[src/rtl/fetch_pc_unit.sv]
// Fetch stage PC unit: holds the PC, selects the next fetch address
// (sequential / branch / jump / held redirect), drives the IMEM address, and
// presents PC, instruction and valid to decode.
module fetch_pc_unit #(
    parameter int              XLEN     = 32,
    parameter logic [XLEN-1:0] RESET_PC = 32'h4000_0000,
    parameter logic [31:0]     NOP_INST = 32'h0000_0013
) (
    input  logic            clk,
    input  logic            rst_n,
    input  logic            i_br_taken,
    input  logic [XLEN-1:0] i_br_targ,
    input  logic            i_jump,
    input  logic [XLEN-1:0] i_jump_targ,
    input  logic            i_stall,
    output logic [XLEN-1:0] o_imem_addr,
    input  logic [31:0]     i_imem_rdata,
    output logic [XLEN-1:0] o_if_pc,
    output logic [31:0]     o_if_inst,
    output logic            o_if_valid,
    output logic            o_misalign
);

    localparam logic [XLEN-1:0] PC_STEP   = XLEN'(4);
    localparam logic [XLEN-1:0] JALR_MASK = ~XLEN'(1);

    typedef enum logic [1:0] {
        ST_BOOT = 2'd0,
        ST_RUN  = 2'd1,
        ST_HOLD = 2'd2
    } state_t;

    state_t          r_state;
    logic [XLEN-1:0] r_pc;
    logic            r_pend_vld;
    logic [XLEN-1:0] r_pend_targ;
    logic            r_misalign;

    logic            w_redir_req;
    logic [XLEN-1:0] w_redir_targ;
    logic [XLEN-1:0] w_pc_next;
    logic            w_apply;
    logic [XLEN-1:0] w_apply_targ;
    logic            w_if_valid;

    // Incoming redirect this cycle; jump outranks a taken branch and has
    // bit 0 cleared for JALR.
    assign w_redir_req  = i_jump | i_br_taken;
    assign w_redir_targ = i_jump ? (i_jump_targ & JALR_MASK) : i_br_targ;

    // Next-PC selection and kill decision.
    always_comb begin
        w_pc_next    = r_pc;
        w_apply      = 1'b0;
        w_apply_targ = w_redir_targ;
        w_if_valid   = 1'b0;
        case (r_state)
            ST_BOOT: begin
                w_pc_next = RESET_PC;
            end
            default: begin
                // A held redirect or a redirect arriving now makes the word
                // at r_pc wrong-path.
                w_if_valid = ~r_pend_vld & ~w_redir_req;
                if (!i_stall) begin
                    if (r_pend_vld) begin
                        w_apply      = 1'b1;
                        w_apply_targ = r_pend_targ;
                    end else if (w_redir_req) begin
                        w_apply      = 1'b1;
                        w_apply_targ = w_redir_targ;
                    end
                    w_pc_next = w_apply ? w_apply_targ : (r_pc + PC_STEP);
                end
                // While stalled the same word is re-read so it stays
                // available when decode resumes.
            end
        endcase
    end

    // PC, FSM, pending-redirect and sticky misalign state.
    always_ff @(posedge clk or negedge rst_n) begin
        if (!rst_n) begin
            r_state     <= ST_BOOT;
            r_pc        <= RESET_PC - PC_STEP;
            r_pend_vld  <= 1'b0;
            r_pend_targ <= '0;
            r_misalign  <= 1'b0;
        end else begin
            r_pc <= w_pc_next;
            case (r_state)
                ST_BOOT: r_state <= ST_RUN;
                ST_RUN:  r_state <= i_stall ? ST_HOLD : ST_RUN;
                ST_HOLD: r_state <= i_stall ? ST_HOLD : ST_RUN;
                default: r_state <= ST_BOOT;
            endcase
            if (r_state != ST_BOOT) begin
                if (i_stall) begin
                    // Last redirect seen during a stall is the one kept.
                    if (w_redir_req) begin
                        r_pend_vld  <= 1'b1;
                        r_pend_targ <= w_redir_targ;
                    end
                end else begin
                    r_pend_vld <= 1'b0;
                end
            end
            if (w_apply && w_apply_targ[1]) begin
                r_misalign <= 1'b1;
            end
        end
    end

    assign o_imem_addr = w_pc_next;
    assign o_if_pc     = r_pc;
    assign o_if_valid  = w_if_valid;
    assign o_if_inst   = w_if_valid ? i_imem_rdata : NOP_INST;
    assign o_misalign  = r_misalign;

endmodule
[config.mk]
export PLATFORM = sky130hd
export DESIGN_NAME = fetch_pc_unit
export DESIGN_NICKNAME = d
export VERILOG_FILES = /design/src/rtl/fetch_pc_unit.sv
export SDC_FILE = /design/constraint.sdc
export NUM_CORES = 1
export LEC_CHECK = 0
export ABC_AREA = 1
export CELL_PAD_IN_SITES_DETAIL_PLACEMENT = 0
export CELL_PAD_IN_SITES_GLOBAL_PLACEMENT = 1
export CORE_MARGIN = 2
export CORE_UTILIZATION = 32
export CTS_BUF_LIST = sky130_fd_sc_hd__clkbuf_4
export CTS_CLUSTER_DIAMETER = 60
export CTS_CLUSTER_SIZE = 30
export DETAILED_ROUTE_END_ITERATION = 10
export PLACE_DENSITY_LB_ADDON = 0.05
export SYNTH_ARGS = -nofsm -noshare
export SYNTH_HDL_FRONTEND = slang
export SYNTH_SLANG_ARGS = --single-unit
[constraint.sdc]
create_clock -name clk -period 3.9 [get_ports clk]
set_input_delay 1.17 -clock clk [delete_from_list [all_inputs] [get_ports clk]]
set_output_delay 1.17 -clock clk [all_outputs]
set_load 0.1 [all_outputs]
==> flow_metrics.env <==
export IMPL_io_buffer_count=197
export IMPL_cts_max_level=3
export IMPL_synth_ff_type="sky130_fd_sc_hd__dfrtp_1"
export IMPL_max_freq_mhz=265.2
export IMPL_synth_enable_flop_cells=0
export IMPL_critical_path_buf_inv_count=5
export IMPL_status="finished, final reports clean"
export IMPL_final_hold_viol_count=0
export IMPL_cap_violations=0
export IMPL_die_area_um2=15060
export IMPL_crit_chain="dlygate4sd2_1 > nor2_4 > buf_6 > clkinv_1 > buf_4 > a21oi_1 > o211ai_1 > o21ai_2 > buf_12"
export IMPL_core_area_um2=13830
export IMPL_yosys_top_cells_area="sky130_fd_sc_hd__dfrtp_1 22%, sky130_fd_sc_hd__nand2_1 18%, sky130_fd_sc_hd__dfstp_2 16%"
export IMPL_hold_worst_slack_ns=0.4965
export IMPL_netlist_top_cell_by_area="sky130_fd_sc_hd__dfrtp_1"
export IMPL_ant_nets=0
export IMPL_seq_area_frac_synth=0.3850
export IMPL_crit_path_max_fanout=7
export IMPL_drtIter0Drc=294
export IMPL_boundaryPins=199
export IMPL_insertion_delay_ns=0.46
export IMPL_critical_path_startpoint_category="input port"
export IMPL_setup_viol=0
export IMPL_syn2layout_area_growth_pct=82.69
export IMPL_cts_sink_count=68
export IMPL_crit_path_end_kind="primary output"
export IMPL_yosys_warnings=0
export IMPL_cts_tree="done"
export IMPL_detail_route_wl_per_cell_um=15.31
export IMPL_tritoncts_num_buffers=9
export IMPL_ctsHoldBuffers=0
export IMPL_path_delay_family="buffers and inverters"
export IMPL_start_util=0.3262
export IMPL_antenna_found_initial=1
export IMPL_finalWeightedCongestion=0.9238
export IMPL_cp_data_arrival_time_ns=2.60
export IMPL_finish_instance_area_um2=8240
export IMPL_timing_worst_setup_path_type="input port to primary output"
export IMPL_grt_start_max_net_pins=40
export IMPL_fillers=1278
export IMPL_slew_violations=0
export IMPL_cts_root_to_sink_buffers=2
export IMPL_worstSetupPathDepth=9
export IMPL_first_pass_iters=7
export IMPL_fp_row_count=43
export IMPL_placed_cell_area_um2=7950
export IMPL_syn_cell_area_um2=4511
export IMPL_reg2reg_setup_slack_ns=1.82
export IMPL_path_clk_slew_ns=0.12
export IMPL_x_dimension_of_the_die_um=122.7
export IMPL_synthCells=674
export IMPL_slowest_stage="sky130_fd_sc_hd__dlygate4sd2_1"
export IMPL_asyncSetResetFlopFracSynth=1.000
export IMPL_post_route_period_util=0.9669
export IMPL_wire_length_of_the_first_global_routing_pass_mm=26.97
export IMPL_final_setup_skew_ns=0.02295
export IMPL_avgViaCountPerCell=4.869
export IMPL_worstHoldPathCells=1
export IMPL_post_route_cells_drive_above_1_share=0.3140
export IMPL_count_of_state_elements_after_synthesis=68
export IMPL_syn_num_nets=778
export IMPL_dr_vias=5409
export IMPL_nNetsFinal=1029
export IMPL_peakVddDrop_mv=0.5444
export IMPL_post_synth_cell_area_avg_um2=6.692
export IMPL_grt_overflow=0
export IMPL_total_wirelength_of_the_detailed_routed_design_mm=17.01
export IMPL_synth_lib_cells_used_distinct=38
export IMPL_crit_path_max_incr_delay_ns=0.27
export IMPL_grt_setup_unrepaired="false"
export IMPL_grt_pass1_vias=5267
export IMPL_dp_hpwl_mm=13.55
export IMPL_power_density_nw_per_um2=870.1
export IMPL_layout_cells_most_common="sky130_fd_sc_hd__nand2_1"
export IMPL_grtUsageTotal=0.2323
export IMPL_rr_worst_depth=8
export IMPL_timing_worst_slew_pin_value_ns=1.000
export IMPL_leakagePower_nw=3.504
export IMPL_drcViolationCount=0
export IMPL_worst_min_path_class="flip-flop to flip-flop"
export IMPL_netlist_area_leader_share=0.2219
export IMPL_fp_dieH_um=122.7
export IMPL_finalWorstPathRequiredPeriod_ns=3.771
export IMPL_slew_limit_headroom=0.3331
export IMPL_cts_root_buffer="sky130_fd_sc_hd__clkbuf_4"
export IMPL_leading_cell_types_in_the_layout_fill_and_taps_excluded="213 x sky130_fd_sc_hd__nand2_1, 95 x sky130_fd_sc_hd__buf_4, 95 x sky130_fd_sc_hd__clkdlybuf4s50_1, 70 x sky130_fd_sc_hd__inv_1, 70 x sky130_fd_sc_hd__buf_12"
export IMPL_cp_data_required_time_ns=2.73
[final cells by class]
cell class	count	area [um2]	share of cell area
diodes	1	2.502	0.0003037
flip-flops and latches	68	1737	0.2108
repair buffers	267	3120	0.3787
clock buffers	10	75.07	0.009110
multi-input cells	503	2696	0.3272
inverters	76	295.3	0.03583
clock inverters	6	88.84	0.01078
well taps	180	225.2	0.02733
[per-stage QoR]
| stage | TNS [ns] | std cells | total power [mW] | worst slack [ns] | util |
|---|---|---|---|---|---|
| 4_1_cts | 0 | 1110 | 7.185 | 0.01789 | 0.5940 |
| 3_5_place_dp | -7.583 | 1087 | 6.556 | -0.2120 | 0.5750 |
| 6_report | 0 | 1111 | 7.170 | 0.1291 | 0.5960 |
| 3_3_place_gp | -7.586 | 1087 | 6.508 | -0.2287 | 0.5750 |
| 2_1_floorplan | -8.992 | 674 | 4.762 | -0.4450 | - |
| 5_1_grt | 0 | 1111 | 7.498 | 0.001939 | 0.5960 |
[logic make-up after synthesis]
kind of cell | count (synthesis) | share of synthesized area
and+or+nand+nor | 374 | 0.3448
AOI/OAI and AO/OA | 123 | 0.1584
buffers and inverters | 103 | 0.09736
DFF | 68 | 0.3850
adders and majority gates | 3 | 0.008323
xor gates and xnor gates | 2 | 0.003884
muxes | 1 | 0.002219
[final timing paths]
path / start / end
max: i_stall / o_imem_addr[8]
min: o_misalign$_DFFE_PN0P_ / o_misalign$_DFFE_PN0P_
max reg2reg: r_state[0]$_DFF_PN0_ / r_pend_targ[19]$_DFFE_PN0P_
min reg2reg: o_misalign$_DFFE_PN0P_ / o_misalign$_DFFE_PN0P_
max in group asynchronous: rst_n / o_if_pc[28]$_DFF_PN1_
min in group asynchronous: rst_n / r_pend_targ[31]$_DFFE_PN0P_
[flip-flops by register name (all words and copies together) (netlist names)]
name and cells:
o_if_pc 32, r_pend_targ 32, r_state 2, o_misalign 1, r_pend_vld 1
[power by group]
part           internal [mW]  total [mW]  switching [mW]
combinational           1.63        5.24            3.61
sequential              1.09        1.37           0.281
clock                  0.267       0.553           0.286
total                   2.99        7.17            4.18
[metal layers]
metal	wire length (um)	up-vias	track usage
li1	-	2678	-
met1	7550	2501	0.3113
met2	8047	206	0.3722
met3	1122	24	0.05390
met4	289	0	0.06897
met5	0	-	0
[cell usage after synthesis, types with 3 or more instances]
| cell | n |
|---|---|
| sky130_fd_sc_hd__buf_4 | 6 |
| sky130_fd_sc_hd__dfstp_2 | 28 |
| sky130_fd_sc_hd__ha_1 | 3 |
| sky130_fd_sc_hd__nor2_4 | 3 |
| sky130_fd_sc_hd__nor2_2 | 6 |
| sky130_fd_sc_hd__o21ai_0 | 45 |
| sky130_fd_sc_hd__nor2_1 | 97 |
| sky130_fd_sc_hd__a31oi_1 | 45 |
| sky130_fd_sc_hd__a21oi_1 | 20 |
| sky130_fd_sc_hd__inv_1 | 70 |
| sky130_fd_sc_hd__dfrtp_1 | 40 |
| sky130_fd_sc_hd__nand3_1 | 34 |
| sky130_fd_sc_hd__nand2_1 | 215 |
| sky130_fd_sc_hd__clkbuf_1 | 9 |
| sky130_fd_sc_hd__o211ai_1 | 4 |
| sky130_fd_sc_hd__nand3b_1 | 6 |
| sky130_fd_sc_hd__buf_2 | 10 |
| sky130_fd_sc_hd__inv_2 | 4 |
[what timing repair did]
action	CTS	global route
cloned	2	0
buffers inserted	5	0
gates resized for setup	16	9
pin swaps	2	4
setup endpoints to repair	61	41
Power figures use the tool's default switching activity.
